### src/rtl/cmd_icd_pkg.sv
// Command ICD shared between the task parser and the bank command sink:
// bank command word layout, opcode and pack/unpack helpers.
package cmd_icd_pkg;

    localparam logic [7:0] BANK_CMD_ID = 8'hB5;

    localparam int unsigned BANK_CMD_OP_MSB   = 31;
    localparam int unsigned BANK_CMD_OP_LSB   = 24;
    localparam int unsigned BANK_CMD_RSVD_MSB = 23;
    localparam int unsigned BANK_CMD_RSVD_LSB = 12;
    localparam int unsigned BANK_CMD_MASK_MSB = 11;
    localparam int unsigned BANK_CMD_MASK_LSB = 8;
    localparam int unsigned BANK_CMD_VAL_MSB  = 7;
    localparam int unsigned BANK_CMD_VAL_LSB  = 0;

    localparam int unsigned BANK_NUM = 4;

    typedef struct packed {
        logic [7:0]  op;
        logic [11:0] rsvd;
        logic [3:0]  mask;
        logic [7:0]  val;
    } bank_cmd_t;

    function automatic logic [31:0] task2bank_cmd(input logic [3:0] mask, input logic [7:0] val);
        logic [31:0] word;
        word = '0;
        word[BANK_CMD_OP_MSB:BANK_CMD_OP_LSB]     = BANK_CMD_ID;
        word[BANK_CMD_MASK_MSB:BANK_CMD_MASK_LSB] = mask;
        word[BANK_CMD_VAL_MSB:BANK_CMD_VAL_LSB]   = val;
        return word;
    endfunction

    function automatic bank_cmd_t bank_cmd2fields(input logic [31:0] word);
        bank_cmd_t cmd;
        cmd.op   = word[BANK_CMD_OP_MSB:BANK_CMD_OP_LSB];
        cmd.rsvd = word[BANK_CMD_RSVD_MSB:BANK_CMD_RSVD_LSB];
        cmd.mask = word[BANK_CMD_MASK_MSB:BANK_CMD_MASK_LSB];
        cmd.val  = word[BANK_CMD_VAL_MSB:BANK_CMD_VAL_LSB];
        return cmd;
    endfunction

endpackage

### src/rtl/bank_cmd_sink_if.sv
// Avalon-ST bank command stream: parser side drives master, sink side uses slave.
interface bank_cmd_sink_if;

    logic        asi_cmd_valid;
    logic [31:0] asi_cmd_data;
    logic        asi_cmd_ready;

    modport master (
        output asi_cmd_valid,
        output asi_cmd_data,
        input  asi_cmd_ready
    );

    modport slave (
        input  asi_cmd_valid,
        input  asi_cmd_data,
        output asi_cmd_ready
    );

endinterface

### src/rtl/bank_cmd_sink.sv
// Bank command sink: accepts a command word, validates it, writes the value to each
// enabled bank one per cycle, then waits a settle interval before accepting again.
module bank_cmd_sink
    import cmd_icd_pkg::*;
#(
    parameter int unsigned SETTLE_CYCLES = 4,
    parameter int unsigned ERR_CNT_W     = 16
) (
    input  logic                 clk,
    input  logic                 rst_n,
    bank_cmd_sink_if.slave       cmd,
    output logic [7:0]           bank_val0,
    output logic [7:0]           bank_val1,
    output logic [7:0]           bank_val2,
    output logic [7:0]           bank_val3,
    output logic [3:0]           bank_wr_strb,
    output logic                 cmd_done,
    output logic                 cmd_err,
    output logic [ERR_CNT_W-1:0] err_cnt
);

    typedef enum logic [1:0] {IDLE, DECODE, APPLY, SETTLE} state_t;

    localparam logic [7:0] SettleLast = (SETTLE_CYCLES == 0) ? 8'd0 : 8'(SETTLE_CYCLES - 1);

    state_t               state_q, state_d;
    bank_cmd_t            cmd_q, cmd_d;
    logic [1:0]           idx_q, idx_d;
    logic [7:0]           cnt_q, cnt_d;
    logic                 ready_q, ready_d;
    logic [7:0]           bank_q [BANK_NUM];
    logic [7:0]           bank_d [BANK_NUM];
    logic [3:0]           strb_q, strb_d;
    logic                 done_q, done_d;
    logic                 err_q, err_d;
    logic [ERR_CNT_W-1:0] err_cnt_q, err_cnt_d;

    always_comb begin
        state_d   = state_q;
        cmd_d     = cmd_q;
        idx_d     = idx_q;
        cnt_d     = cnt_q;
        ready_d   = ready_q;
        bank_d    = bank_q;
        strb_d    = '0;
        done_d    = 1'b0;
        err_d     = 1'b0;
        err_cnt_d = err_cnt_q;

        unique case (state_q)
            IDLE: begin
                // Ready comes up one edge after reset release, then stays up while idle.
                if (ready_q && cmd.asi_cmd_valid) begin
                    cmd_d   = bank_cmd2fields(cmd.asi_cmd_data);
                    ready_d = 1'b0;
                    state_d = DECODE;
                end else begin
                    ready_d = 1'b1;
                end
            end
            DECODE: begin
                if (cmd_q.op != BANK_CMD_ID || cmd_q.rsvd != '0 || cmd_q.mask == '0) begin
                    err_d   = 1'b1;
                    ready_d = 1'b1;
                    state_d = IDLE;
                    if (err_cnt_q != '1) begin
                        err_cnt_d = err_cnt_q + 1'b1;
                    end
                end else begin
                    idx_d   = 2'd0;
                    state_d = APPLY;
                end
            end
            APPLY: begin
                if (cmd_q.mask[idx_q]) begin
                    bank_d[idx_q] = cmd_q.val;
                    strb_d[idx_q] = 1'b1;
                end
                idx_d = idx_q + 2'd1;
                if (idx_q == 2'd3) begin
                    if (SETTLE_CYCLES == 0) begin
                        done_d  = 1'b1;
                        ready_d = 1'b1;
                        state_d = IDLE;
                    end else begin
                        cnt_d   = 8'd0;
                        state_d = SETTLE;
                    end
                end
            end
            SETTLE: begin
                cnt_d = cnt_q + 8'd1;
                if (cnt_q == SettleLast) begin
                    cnt_d   = 8'd0;
                    done_d  = 1'b1;
                    ready_d = 1'b1;
                    state_d = IDLE;
                end
            end
            default: state_d = IDLE;
        endcase
    end

    always_ff @(posedge clk or negedge rst_n) begin
        if (!rst_n) begin
            state_q   <= IDLE;
            cmd_q     <= '0;
            idx_q     <= '0;
            cnt_q     <= '0;
            ready_q   <= 1'b0;
            bank_q    <= '{default: '0};
            strb_q    <= '0;
            done_q    <= 1'b0;
            err_q     <= 1'b0;
            err_cnt_q <= '0;
        end else begin
            state_q   <= state_d;
            cmd_q     <= cmd_d;
            idx_q     <= idx_d;
            cnt_q     <= cnt_d;
            ready_q   <= ready_d;
            bank_q    <= bank_d;
            strb_q    <= strb_d;
            done_q    <= done_d;
            err_q     <= err_d;
            err_cnt_q <= err_cnt_d;
        end
    end

    assign cmd.asi_cmd_ready = ready_q;
    assign bank_val0         = bank_q[0];
    assign bank_val1         = bank_q[1];
    assign bank_val2         = bank_q[2];
    assign bank_val3         = bank_q[3];
    assign bank_wr_strb      = strb_q;
    assign cmd_done          = done_q;
    assign cmd_err           = err_q;
    assign err_cnt           = err_cnt_q;

endmodule
### src/flat_wrapper.sv
// flat-port wrapper written by rule: the top's interface ports become plain ports
module bank_cmd_sink_flat import cmd_icd_pkg::*;
#(
    parameter int unsigned SETTLE_CYCLES = 4,
    parameter int unsigned ERR_CNT_W     = 16
)
  (clk, rst_n, bank_val0, bank_val1, bank_val2, bank_val3, bank_wr_strb, cmd_done, cmd_err, err_cnt, cmd_asi_cmd_valid, cmd_asi_cmd_data, cmd_asi_cmd_ready);
  bank_cmd_sink_if cmd_i ();
  input  logic clk;
  input  logic rst_n;
  output logic [7:0] bank_val0;
  output logic [7:0] bank_val1;
  output logic [7:0] bank_val2;
  output logic [7:0] bank_val3;
  output logic [3:0] bank_wr_strb;
  output logic cmd_done;
  output logic cmd_err;
  output logic [ERR_CNT_W-1:0] err_cnt;
  input wire logic [$bits(cmd_i.asi_cmd_valid)-1:0] cmd_asi_cmd_valid;
  input wire logic [$bits(cmd_i.asi_cmd_data)-1:0] cmd_asi_cmd_data;
  output wire logic [$bits(cmd_i.asi_cmd_ready)-1:0] cmd_asi_cmd_ready;
  assign cmd_i.asi_cmd_valid = cmd_asi_cmd_valid;
  assign cmd_i.asi_cmd_data = cmd_asi_cmd_data;
  assign cmd_asi_cmd_ready = cmd_i.asi_cmd_ready;
  bank_cmd_sink #(.SETTLE_CYCLES(SETTLE_CYCLES), .ERR_CNT_W(ERR_CNT_W)) u_core (.clk(clk), .rst_n(rst_n), .cmd(cmd_i), .bank_val0(bank_val0), .bank_val1(bank_val1), .bank_val2(bank_val2), .bank_val3(bank_val3), .bank_wr_strb(bank_wr_strb), .cmd_done(cmd_done), .cmd_err(cmd_err), .err_cnt(err_cnt));
endmodule
### config.mk
export PLATFORM = sky130hd
export DESIGN_NAME = bank_cmd_sink_flat
export DESIGN_NICKNAME = d
export VERILOG_FILES = /design/src/rtl/cmd_icd_pkg.sv /design/src/rtl/bank_cmd_sink_if.sv /design/src/rtl/bank_cmd_sink.sv /design/src/flat_wrapper.sv
export SDC_FILE = /design/constraint.sdc
export NUM_CORES = 1
export LEC_CHECK = 0
export CAP_MARGIN = 20
export CORE_UTILIZATION = 55
export CTS_CLUSTER_DIAMETER = 200
export DETAILED_ROUTE_END_ITERATION = 16
export PLACE_DENSITY_LB_ADDON = 0.25
export SYNTH_ARGS = -nofsm -noshare
export SYNTH_HDL_FRONTEND = slang
export SYNTH_SLANG_ARGS = --single-unit
### constraint.sdc
create_clock -name clk -period 5.93 [get_ports clk]
set_input_delay 1.186 -clock clk [delete_from_list [all_inputs] [get_ports clk]]
set_output_delay 1.186 -clock clk [all_outputs]
set_load 0.05 [all_outputs]
==> impl_metrics.tcl <==
set metrics [dict create \
    hold_buffers 0 \
    synth_area_per_cell_sq_um 12.9 \
    clock_latency_ps 370 \
    antennaDiodeCount 0 \
    ant_nets 0 \
    maxSlewHeadroom_pct 44.0 \
    htreeDepth 3 \
    regToRegEndpoint "u_core.err_cnt[1]$_DFFE_PN0P_" \
    ys_top_cells_by_area "dfrtp_1 57%, mux2_2 17%, ha_1 2.9%" \
    synth_xor_xnor_area_share_pct 3.24 \
    ys_warn_count 0 \
    maxCapViolCount 0 \
    cts.repair.resized 0 \
    tns_ps 0 \
    vdd_ir_drop_max_mv 0.197 \
    worstPathRequired_ps 4740 \
    mostFrequentLayoutCells "99 x dfrtp_1, 88 x clkdlybuf4s50_1, 65 x mux2_2" \
    synth_compound_area_share_pct 5.27 \
    via_per_inst 5.65 \
    grt_pass1_wl_mm 15.2 \
    post_drt_wl_per_cell_um 16.8 \
    numCtsBuffers 9 \
    fmax_ghz 0.348 \
    dr.pass1.iters 4 \
    synthFlopType "dfrtp_1" \
    drv_slew 0 \
    critical-path-max-stage-delay_ps 860 \
    drt_iter0_markers 134 \
    dieArea_sq_um 8220 \
    std_cell_rows 31 \
    hold_path.class "reg -> reg" \
    r2r_slack_ps 3720 \
    synth_mux_area_share_pct 17.7 \
    fin_crit_ps 2870 \
    start_util_pct 58.3 \
    synth_nets 381 \
    overflow 0 \
    crit_type "reg -> out" \
    final.fill_count 498 \
    yosys_register_bits 99 \
    synthArstFlopShare_pct 100 \
    seq_area_frac_synth_pct 57.3 \
    core-area_sq_um 7410 \
    areaGrowthSynthToFinish_pct 27.4 \
    syn_area_sq_um 4320 \
    hold_violations 0 \
    grt_pass1_vias 3103 \
    crit_chain "clkdlybuf4s50_1" \
    grt_util_all_layers_pct 23.5 \
    finish.utilization_pct 74.3 \
    synth_top_family_by_area "multiplexers" \
    multi_input_area_sq_um 1770 \
    die_h_um 90.6 \
    grt_max_degree 63 \
    powerDensity_nw_per_um2 332 \
    final_design_area_no_fill_sq_um 5510 \
    port-buffer-count 89 \
    drc 0 \
    synth_edf_count 0 \
    cp-start-kind "register" \
    reg2reg_depth 6 \
    tritoncts "built" \
    syn-instance-count 336 \
    cts_root_buffer "clkbuf_8" \
    cp_max_fo 6 \
    maxUsedRoutingLayer "met4" \
    tightest_slew_ps 840 \
    crit_path_start "u_core.err_cnt[12]$_DFFE_PN0P_" \
    setup_viol 0 \
    cts.clk_slew.worst_paths_ps 100 \
    synth-simple-area-share_pct 11.7 \
    clockBufferDepth 2 \
    rsz0062_at_grt "false" \
    synth-adder-area-share_pct 2.90 \
    r2r-start "u_core.err_cnt[0]$_DFFE_PN0P_" \
    gp_congestion 0.827 \
    fin_skew_ps 18.0 \
    die_x_um 90.6 \
    endpoint_kind "output pin" \
    wl_met2_mm 4.61 \
    clock-sinks 99 \
    endpoint "err_cnt[12]" \
    final_common_cell "dfrtp_1" \
    placed_area_sq_um 5320 \
    yosysUniqueCellTypes 47 \
    critPathTopFamily "buffers and inverters" \
    hold_ws_ps 506 \
    drt-total-wl_mm 8.96 \
    met3_length_um 322 \
    boundaryPins 90 \
    cellLeakagePower_uw 0.00249 \
    drive_gt1_share_pct 22.6 \
    synth.top_cell.area_share_pct 57.3 \
    timing.final.crit_share_pct 48.4 \
    synth_area_leader_cell "dfrtp_1" \
    cp.arrival_ps 1680 \
    worst-path-stages 1 \
    run_status "complete, no violations" \
    post-cts-setup-buffers 0 \
    antenna_found_initial 0 \
    total_power_uw 1830 \
    via_count 3014 \
    cp_slowest_cell "clkdlybuf4s50_1" \
    dp_hpwl_mm 6.48 \
    wl_met1_mm 3.90 \
    path_buf_inv 1 \
    nNetsFinal 474 \
    seq_area_sq_um 2480 \
]
## synth_stat cells (3+ instances only)
library cell  instances
nor2b_1               3
nand4_1               8
ha_1                 10
nand3_1               8
nor2_1               13
nor4_1                9
xor2_1               12
nand2_1              18
mux2_2               65
nand2_2               5
dfrtp_1              99
xnor2_1               4
inv_1                11
clkbuf_1              6
o21ai_0               9
nor3_1                7
and3_1                4
a21oi_1               4
o211ai_1              3
## stage by stage
step,setup WS [ps],instances
floorplan,3580,336
global placement,2870,517
detailed placement,2860,517
CTS,3040,533
global route,3010,533
finish,3060,533
## report_power, final
part	internal [uW]	switching [uW]	total (uW)
combinational	241	250	491
clock	161	247	408
sequential	817	111	927
## sequential cells by signal (all words and copies together), names as in the netlist, named ones only
register / cells
u_core.cmd_q: 32
u_core.err_cnt: 16
u_core.bank_val0: 8
u_core.bank_val1: 8
u_core.bank_val2: 8
u_core.bank_val3: 8
u_core.cnt_q: 8
u_core.bank_wr_strb: 4
u_core.idx_q: 2
u_core.cmd.asi_cmd_ready: 1
u_core.cmd_done: 1
u_core.cmd_err: 1
u_core.state_q: 1
## kinds of logic after synthesis
logic type	Yosys count
AOI/OAI and AO/OA	31
xor gates and xnor gates	16
adders and majority gates	10
buffers and inverters	21
DFF	99
muxes	67
and+or+nand+nor	92
## worst min path at each step
| stage | start | to | slack (ps) | cells past startpoint |
|---|---|---|---|---|
| global placement | u_core.cmd_q[30]$_DFFE_PN0P_ | u_core.cmd_q[30]$_DFFE_PN0P_ | 480 | 1 |
| CTS | u_core.cmd_q[15]$_DFFE_PN0P_ | u_core.cmd_q[15]$_DFFE_PN0P_ | 510 | 1 |
| floorplan | u_core.cnt_q[1]$_DFFE_PN0P_ | u_core.cnt_q[1]$_DFFE_PN0P_ | 470 | 2 |
| global route | u_core.cmd_q[15]$_DFFE_PN0P_ | u_core.cmd_q[15]$_DFFE_PN0P_ | 520 | 1 |
| finish | u_core.cmd_q[15]$_DFFE_PN0P_ | u_core.cmd_q[15]$_DFFE_PN0P_ | 510 | 1 |
| detailed placement | u_core.cmd_q[15]$_DFFE_PN0P_ | u_core.cmd_q[15]$_DFFE_PN0P_ | 490 | 1 |
## per-layer routing
metal  vias up  GRT usage [%]
met5         -              0
met4         0           7.93
met3        12           4.29
met2        78           39.6
met1      1526           30.7
li1       1398              -
## layout make-up
class / count / share of cell area, %
sequential: 99 / 45.0
multi-input combinational: 216 / 32.1
timing repair buffer: 91 / 16.4
clock buffer: 9 / 2.25
tap: 99 / 2.25
clock inverter: 7 / 1.20
inverter: 12 / 0.818
Note: power is estimated with default switching activity, not from simulation.
